[src/rtl/spi_flash_line_reader.sv]
// rtl/spi_flash_line_reader.sv - SPI READ (0x03) line fill engine for the XIP cache
module spi_flash_line_reader #(
   parameter int LINE_SIZE = 16,
   parameter int ADDR_W    = 24
) (
   input  logic                   HCLK,
   input  logic                   HRESET,
   input  logic                   req,
   input  logic [ADDR_W-1:0]      addr,
   output logic                   busy,
   output logic                   done,
   output logic [LINE_SIZE*8-1:0] line_data,
   output logic                   sck,
   output logic                   ce_n,
   output logic                   mosi,
   input  logic                   miso
);

   localparam int LW = LINE_SIZE * 8;
   localparam int TW = 8 + ADDR_W;
   localparam int NB = TW + LW;
   localparam int CW = $clog2(NB);

   typedef enum logic [2:0] {
      S_IDLE,
      S_CMD,
      S_ADDR,
      S_DATA,
      S_DONE
   } state_t;

   state_t          state_q, state_d;
   logic [CW-1:0]   cnt_q, cnt_d;     // index of the bit currently on the wire
   logic            ph_q, ph_d;       // 0 = sck low phase, 1 = sck high phase
   logic [TW-1:0]   tx_q, tx_d;       // command + aligned address, MSB on mosi
   logic [LW-1:0]   rx_q, rx_d;       // serial stream, first byte ends up on top
   logic [LW-1:0]   line_q, line_d;
   logic [LW-1:0]   rx_full;
   logic            shifting;

   // Incoming stream including the bit being sampled at this edge
   always_comb begin
      rx_full = {rx_q[LW-2:0], miso};
   end

   // Next-state and datapath: each bit takes a low then a high phase; miso is
   // captured on the edge that closes the high phase
   always_comb begin
      state_d = state_q;
      cnt_d   = cnt_q;
      ph_d    = ph_q;
      tx_d    = tx_q;
      rx_d    = rx_q;
      line_d  = line_q;
      case (state_q)
         S_IDLE: begin
            if (req) begin
               state_d = S_CMD;
               cnt_d   = '0;
               ph_d    = 1'b0;
               tx_d    = {8'h03, addr & ~ADDR_W'(LINE_SIZE - 1)};
            end
         end
         S_CMD, S_ADDR, S_DATA: begin
            if (!ph_q) begin
               ph_d = 1'b1;
            end else begin
               ph_d  = 1'b0;
               cnt_d = cnt_q + CW'(1);
               tx_d  = {tx_q[TW-2:0], 1'b0};
               if (state_q == S_DATA) begin
                  rx_d = rx_full;
               end
               if (state_q == S_CMD && cnt_q == CW'(7)) begin
                  state_d = S_ADDR;
               end
               if (state_q == S_ADDR && cnt_q == CW'(TW - 1)) begin
                  state_d = S_DATA;
               end
               if (state_q == S_DATA && cnt_q == CW'(NB - 1)) begin
                  state_d = S_DONE;
                  // First byte received lands in the lowest byte lane
                  for (int k = 0; k < LINE_SIZE; k++) begin
                     line_d[8*k +: 8] = rx_full[LW-8-8*k +: 8];
                  end
               end
            end
         end
         S_DONE: begin
            state_d = S_IDLE;
         end
         default: begin
            state_d = S_IDLE;
         end
      endcase
   end

   // State and datapath registers with synchronous reset
   always_ff @(posedge HCLK) begin
      if (HRESET) begin
         state_q <= S_IDLE;
         cnt_q   <= '0;
         ph_q    <= 1'b0;
         tx_q    <= '0;
         rx_q    <= '0;
         line_q  <= '0;
      end else begin
         state_q <= state_d;
         cnt_q   <= cnt_d;
         ph_q    <= ph_d;
         tx_q    <= tx_d;
         rx_q    <= rx_d;
         line_q  <= line_d;
      end
   end

   // Pin and status decode from registered state only
   always_comb begin
      shifting  = (state_q == S_CMD) || (state_q == S_ADDR) || (state_q == S_DATA);
      sck       = shifting & ph_q;
      ce_n      = ~shifting;
      mosi      = ((state_q == S_CMD) || (state_q == S_ADDR)) & tx_q[TW-1];
      busy      = (state_q != S_IDLE);
      done      = (state_q == S_DONE);
      line_data = line_q;
   end

endmodule

[config.mk]
export PLATFORM = sky130hd
export DESIGN_NAME = spi_flash_line_reader
export DESIGN_NICKNAME = d
export VERILOG_FILES = /design/src/rtl/spi_flash_line_reader.sv
export SDC_FILE = /design/constraint.sdc
export NUM_CORES = 1
export LEC_CHECK = 0
export BUFFER_PORTS_ARGS = -buffer_cell sky130_fd_sc_hd__clkbuf_2
export CORE_MARGIN = 3
export CORE_UTILIZATION = 40
export CTS_CLUSTER_DIAMETER = 30
export CTS_CLUSTER_SIZE = 25
export DETAILED_ROUTE_END_ITERATION = 16
export GPL_TIMING_DRIVEN = 0
export HOLD_SLACK_MARGIN = 0.02
export SLEW_MARGIN = 20
export SYNTH_ARGS = -nofsm -noshare
export SYNTH_HDL_FRONTEND = slang
export SYNTH_SLANG_ARGS = --single-unit
[constraint.sdc]
create_clock -name HCLK -period 5.5 [get_ports HCLK]
set_clock_uncertainty 0.05 [all_clocks]
set_input_delay 1.1 -clock HCLK [delete_from_list [all_inputs] [get_ports HCLK]]
set_output_delay 1.1 -clock HCLK [all_outputs]
set_load 0.01 [all_outputs]
# Word level (Yosys, flattened, before mapping)
# Index checks and enable logic that the tools add are counted.
[totals]
inputBits = 28
out_inout_bits = 133
elab_cells = 49
ff_bits = 299
[classes]
eq_ne = 10
reduce_logical = 14
add_sub_neg = 1
n_mux = 15
n_bitwise = 3
[op_table]
columns = ["op", "n"]
rows = [
  ["$mux 32", 2],
  ["$pmux 32 s2", 1],
  ["$mux 8", 2],
  ["$pmux 8 s2", 1],
  ["$mux 3", 5],
  ["$reduce_and 3->1", 4],
  ["$add 8x1->8 const B", 1],
  ["$eq 8x3->1 const B", 1],
  ["$eq 8x5->1 const B", 1],
  ["$eq 8x8->1 const B", 1],
  ["$eq 3x2->1 const B", 2],
  ["$pmux 3 s2", 1],
  ["$ne 2x2->1 const B", 2],
  ["$ne 4x4->1 const B", 1],
  ["$eq 3x1->1 const B", 1],
  ["$eq 3x3->1 const B", 1],
  ["$logic_and 1x1->1", 3],
  ["$logic_not 3->1", 1],
  ["$reduce_bool 3->1", 1],
  ["$reduce_or 3->1", 1],
  ["$and 1x1->1", 2],
  ["$logic_or 1x1->1", 2],
  ["$mux 1", 2],
  ["$pmux 1 s2", 1],
  ["3 further kinds", 3],
]

# Depth between registers and ports, before layout
# Gate-level depths: netlist (run 1).
[depth]
ltp_word = 7
mapped_depth = 7
depth_no_buf = 5

# Least setup slack after synthesis (run 1)
# Ideal clock, no wire load.
[synth_path]
kind = "input to register"
startpoint = "input req"
endpoint = "register tx_q[16]"
required_time_ns = 5.306
cell_stages = 5
arrival_ns = 2.202
setup_slack_ns = 3.104
path_buffers = 2
setup_ns = 0.144
cell_sequence = "or3b_1 > buf_4 > a21oi_4 > buf_2 > a311oi_2"
[synth_via]
elab_chain_len = 2
[synth_lines]
columns = ["item", "line", "text"]
rows = [
  ["from (decl)", "8", "input logic req,"],
  ["$ne 2x2->1 (no line)", "n/a", ""],
  ["$reduce_and 3->1 (no line)", "n/a", ""],
  ["to (signal assigned)", "111", "tx_q <= tx_d;"],
  ["to (decl)", "35", "logic [TW-1:0] tx_q, tx_d;"],
]
# No other way between the ends.
# A chain may end at the register's enable or synchronous reset.

# Worst setup path after layout (run 1)
[layout_path]
startpoint = "register state_q[1]"
endpoint = "output ce_n"
[layout_via]
elab_chain_len = 4
elab_cells_between_ends = 6
cone_classes = "eq/ne: 3; bitwise: 1; reduce/logical: 2"
[layout_lines]
columns = ["item", "line", "text"]
rows = [
  ["from (decl)", "32", "state_t state_q, state_d;"],
  ["from (signal assigned)", "108", "state_q <= state_d;"],
  ["$eq 3x1->1 / $eq 3x2->1 (equally long branches)", "119", "shifting = (state_q == S_CMD) || (state_q == S_ADDR) || (state_q == S_DATA);"],
  ["$logic_or 1x1->1", "119", ""],
  ["$logic_or 1x1->1 (*)", "119", ""],
  ["$not 1->1 (*)", "121", "ce_n = ~shifting;"],
  ["to (decl)", "14", "output logic ce_n,"],
]
# Every way passes the cells marked *; elsewhere a longest branch is shown, timed or not.

==> results of run 1 <==
[kinds of logic after synthesis]
logic type | count (synthesis) | share of synthesized area, %
buffers and inverters | 111 | 4.623
and+or+nand+nor | 618 | 22.65
AOI/OAI and AO/OA | 303 | 17.01
xor gates and xnor gates | 6 | 0.4904
adders and majority gates | 1 | 0.1167
DFF | 295 | 55.11
[per-stage QoR]
step / util [%] / std cells / total power, mW / setup slack [ns]
4_1_cts: 53.55 / 1938 / 6.457 / 2.282
2_1_floorplan: - / 1334 / 2.612 / 3.104
3_3_place_gp: 45.45 / 1824 / 2.717 / 2.626
3_5_place_dp: 45.45 / 1824 / 2.722 / 2.596
5_1_grt: 53.55 / 1938 / 6.622 / 2.123
6_report: 53.55 / 1938 / 6.390 / 2.310
[worst max path at each step]
stage                    endpoint  cells past startpoint  slack [ns]       start
finish                       ce_n                      6        2.31  state_q[1]
global route                 ce_n                      6        2.12  state_q[1]
CTS                          ce_n                      6        2.28  state_q[1]
detailed placement  line_data[46]                      4        2.60      HRESET
global placement    line_data[33]                      4        2.63      HRESET
floorplan                tx_q[16]                      5        3.10         req
[metal layers]
metal	share of wire (%)	GRT usage (%)	vias to the layer above
li1	-	-	4853
met1	47	23.75	4361
met2	45	29.09	212
met3	5.8	4.729	51
met4	2.1	5.583	0
met5	0	0	-
[worst max-delay path, stage by stage (launching register included)]
cell,delay (ns)
dfxtp_1,0.33
buf_2,0.20
nor2_2,0.32
nor2_1,0.16
inv_1,0.10
buf_2,0.21
clkbuf_2,0.17
[Yosys cell counts (all sizes together), types with 2 or more instances]
cell | instances | area (um2)
a2111oi | 5 | 87.59
a211oi | 3 | 22.52
a21oi | 259 | 1308
a311oi | 20 | 275.3
a32o | 6 | 60.06
buf | 45 | 246.5
clkbuf | 57 | 215.2
dfxtp | 295 | 5906
inv | 9 | 33.78
nand2 | 556 | 2087
nand2b | 2 | 12.51
nand3 | 3 | 15.01
nand4b | 2 | 17.52
nor2 | 36 | 167.7
nor3 | 8 | 40.04
o21ai | 4 | 23.77
o31ai | 2 | 15.01
xnor2 | 5 | 43.79
[cells in the final DEF (no fill, tap or decap), types with 5 or more instances in the layout]
cell	n
a21oi_1	258
a311oi_2	16
a32o_1	6
buf_2	41
bufinv_16	7
clkbuf_1	63
clkbuf_16	63
clkbuf_2	156
clkinv_2	10
clkinv_4	5
clkinvlp_4	5
dfxtp_1	295
inv_1	9
inv_6	10
nand2_1	556
nor2_1	23
nor2_2	13
nor3_1	8
xnor2_1	5
[state kept, by name (all words and copies together), names as in the netlist]
| register | flops |
|---|---|
| cnt_q | 8 |
| line_data | 128 |
| tx_q | 28 |
| state_q | 3 |
| rx_q | 127 |
| ph_q | 1 |
[layout make-up]
class	count	share of cell area, %
flip-flops and latches	295	42.09
inverters	9	0.2407
well taps	335	2.987
clock buffers	74	11.81
multi-input cells	928	30.75
clock inverters	40	3.299
repair buffers	155	5.528
plain buffers	102	3.290
[where the power goes]
group	internal (mW)	switching, mW	leakage [nW]
clock network	2.49	1.22	1.04
registers	2.20	0.0369	2.38
logic	0.155	0.290	1.73
==> impl_metrics.ini, run 1 <==
[min_path]
hp-start = line_data[72]
whs_endpoint = line_data[72]
hold_path_class = flip-flop to flip-flop
min_path_cells = 2

[floorplanning]
die_area_um2 = 28790
core_area_um2 = 26210
die_y_um = 169.7
ios = 161
fp.dieW_um = 169.7
start_util_pct = 40.89
num_rows = 59

[timing]
hold_viol = 0
relSlewSlack_pct = 39.39
setup_violations = 0
hold_ws_ns = 0.3995
final_max_slew_viol_count = 0
setup_tns_ns = 0
rsz0062_at_grt = no
tightest_slew_ns = 0.9092
post-route-period-util_pct = 58.00
fin_crit_ns = 3.190
fmax_ghz = 0.3135

[power]
p_leak_nw = 5.143
ir_drop_uv = 287.5
power_density_nw_per_um2 = 455.4

[clocking]
clkLatencyLatePin_ns = 0.56
cts_tree = yes
clkSinkCount = 295
htreeDepth = 2
cts_root_buf = clkbuf_16
cts_resized = 0
cts_setup_buffers = 0
hold_buffers = 0
cts_buffer_depth = 3
clk_pin_slew_worst_paths_ns = 0.05
cts_inserted_buffers = 61

[critical_path]
cp_max_fo = 10
rr_endpoint = line_data[81]
r2r_setup_slack_ns = 3.13
cp-end-kind = primary output
reg2reg_depth = 7
r2r_start = cnt_q[0]
startpoint_type = flip-flop
worstPathArrival_ns = 2.04
crit_type = flip-flop to primary output
worst_ep_required_time_ns = 4.35

[detailed_routing]
vias_per_cell = 4.890
postRouteAntennaNets = 0
wl_mm = 26.63
dr.pass1.iters = 8
drt_iter0_markers = 557
routedWlPerCell_um = 13.74
drc = 0
dr_total_vias = 9477

[synthesis]
syn_nets = 1363
synth_cells = 1334
yosys_warnings = 0
avgSynthCellArea_um2 = 8.033
async_flop_share_pct = 0
syn_area_um2 = 10720
yosysSeqAreaShare_pct = 55.11
synth-edff-count = 0
synth_cell_type_count = 43
synth-seq-cells = 295
synth_ff_type = dfxtp_1

[status]
status = complete, no violations

[placement]
post-dp-hpwl_mm = 17.64
place_area_um2 = 11910
place.port_buffers = 155
place_congestion = 0.7879

[cells_and_area]
drive_above_1_share_pct = 21.65
final_nets = 1581
num_antenna_cells = 0
fin_area_um2 = 14030
syn2layout_area_growth_pct = 30.94
multiInputGateArea_um2 = 4315
nFillCells = 2484
seq_area_um2 = 5906

[job]
maxCapViolCount = 0

[global_route]
grt_pass1_wl_mm = 43.57
grt_usage_pct = 18.02
grt_max_degree = 16
antenna_found_initial = 0
grt_pass1_vias = 8907
overflow = 0
Power figures use the tool's default switching activity.
==> run 2, diff against run 1 <==
- clock period: 5.5 -> 2.6 ns (I/O delays scaled with it)
==> run 2 against run 1 <==
  * Global-route usage is essentially flat
  * Setup slack worse by 2.2 ns
  * Count of clock-buffer cells in the layout did not move
  * Cell count unchanged
  * Register-to-register slack got worse by 2.9 ns
  * Total power rose by 110%
  * Clock power rose by 110%
  * Non-clock buffer count did not move
  * Die area did not move
  * Critical path depth fell by 2
  * Routed wire length up 0.12%
  * Flip-flop and latch count stayed put
==> impl_metrics.ini, run 2 (same netlist as run 1, synthesis figures left out) <==
[status]
status = complete, no violations

[detailed_routing]
drc = 0
dr.pass1.iters = 6
dr_total_vias = 9505
wl_mm = 26.66
postRouteAntennaNets = 0
routedWlPerCell_um = 13.76
vias_per_cell = 4.905
drt_iter0_markers = 543

[floorplanning]
num_rows = 59
die_area_um2 = 28790
start_util_pct = 40.89
ios = 161
die_y_um = 169.7
fp.dieW_um = 169.7
core_area_um2 = 26210

[power]
power_density_nw_per_um2 = 963.6
p_leak_nw = 5.144
ir_drop_uv = 608.2
power_mw = 13.53

[critical_path]
crit_chain = nand2b_1, clkbuf_1, nor2_2, clkbuf_2
crit_type = flip-flop to primary output
cp-end-kind = primary output
startpoint_type = flip-flop
worst_ep_required_time_ns = 2.03
cpPeakStageDelay_ns = 0.37
worstPathArrival_ns = 1.88
r2r_setup_slack_ns = 0.23
cpMaxStageDelayCell = dfxtp_1
cp_max_fo = 10

[cells_and_area]
final_nets = 1581
largest_register_ffs = 128
final_common_cell = nand2_1
syn2layout_area_growth_pct = 31.03
mostFrequentLayoutCells = 556 x nand2_1, 295 x dfxtp_1, 258 x a21oi_1, 156 x clkbuf_2
num_antenna_cells = 0
stdcell_count = 1938
drive_above_1_share_pct = 21.71

[clocking]
cts_buffer_depth = 3
htreeDepth = 2
clk_pin_slew_worst_paths_ns = 0.06
clkSinkCount = 295
cts_root_buf = clkbuf_16
cts_tree = yes
cts_inserted_buffers = 61
clkLatencyLatePin_ns = 0.56

[global_route]
grt_max_degree = 16
overflow = 0
grt_usage_pct = 18.04
grt_pass1_vias = 8929
grt_pass1_wl_mm = 43.61
antenna_found_initial = 0

[timing]
setup_violations = 0
fin_ws_ns = 0.1513
final_max_slew_viol_count = 0
rsz0062_at_grt = no
tightest_slew_ns = 0.9159
relSlewSlack_pct = 38.94
setup_tns_ns = 0
hold_viol = 0
fmax_ghz = 0.4084
fin_crit_ns = 2.449
post-route-period-util_pct = 94.18
hold_ws_ns = 0.1559

[placement]
post-dp-hpwl_mm = 17.64
dp_slack_ns = 0.2248
place_congestion = 0.7879
place.port_buffers = 155
placed_cells = 1824

[min_path]
hold_path_class = input port to flip-flop

[job]
maxCapViolCount = 0
run 2: area by class of cell:
type	count	area [um2]
Buffer	102	464.2
Clock buffer	74	1658
Clock inverter	40	462.9
Fill cell	2485	12160
Inverter	9	33.78
Multi-Input combinational cell	928	4323
Sequential cell	295	5906
Tap cell	335	419.2
Timing Repair Buffer	155	775.7
run 2: path summary, 6_finish.rpt:
check,from,endpoint,depth (start not counted)
worst max-delay path,state_q[2],sck,4
worst min-delay path,miso,rx_q[0],3
worst min register to register,line_data[72],line_data[72],2
worst max register to register,cnt_q[0],line_data[32],7
run 2: per-layer routing:
layer	track usage (%)	share of wire (%)	vias to the layer above	wire length [um]
li1	-	-	4855	-
met1	23.69	47	4378	12620
met2	29.12	45	222	11960
met3	4.822	5.8	50	1549
met4	5.619	2.0	0	536
met5	0	0	-	0
run 2: power breakdown:
part	total [mW]	switching, mW	leakage (nW)	internal [mW]
combinational	0.952	0.619	1.73	0.333
clock	7.85	2.58	1.04	5.27
sequential	4.73	0.0779	2.38	4.65
total	13.5	3.28	5.14	10.3
run 2: stage by stage:
| step | cell area (um2) | util (%) |
|---|---|---|
| after detailed placement | 11910 | 45.45 |
| after global placement | 11910 | 45.45 |
| after global routing | 14040 | 53.58 |
| final | 14040 | 53.58 |
| after floorplan | 10720 | - |
| after CTS | 14040 | 53.56 |
run 2: worst max-delay path, delay by kind of cell, from the launching register on:
family                 cells  cell delay (ns)
AND/OR/NAND/NOR            2             0.53
buffers and inverters      2             0.41
flip-flops                 1             0.37
run 2: repair_timing:
item,4_1_cts,5_1_grt
setup endpoints to repair,1,1
resized for setup,1,2
setup buffers,0,0
pin swaps,0,1
hold buffers,0,0
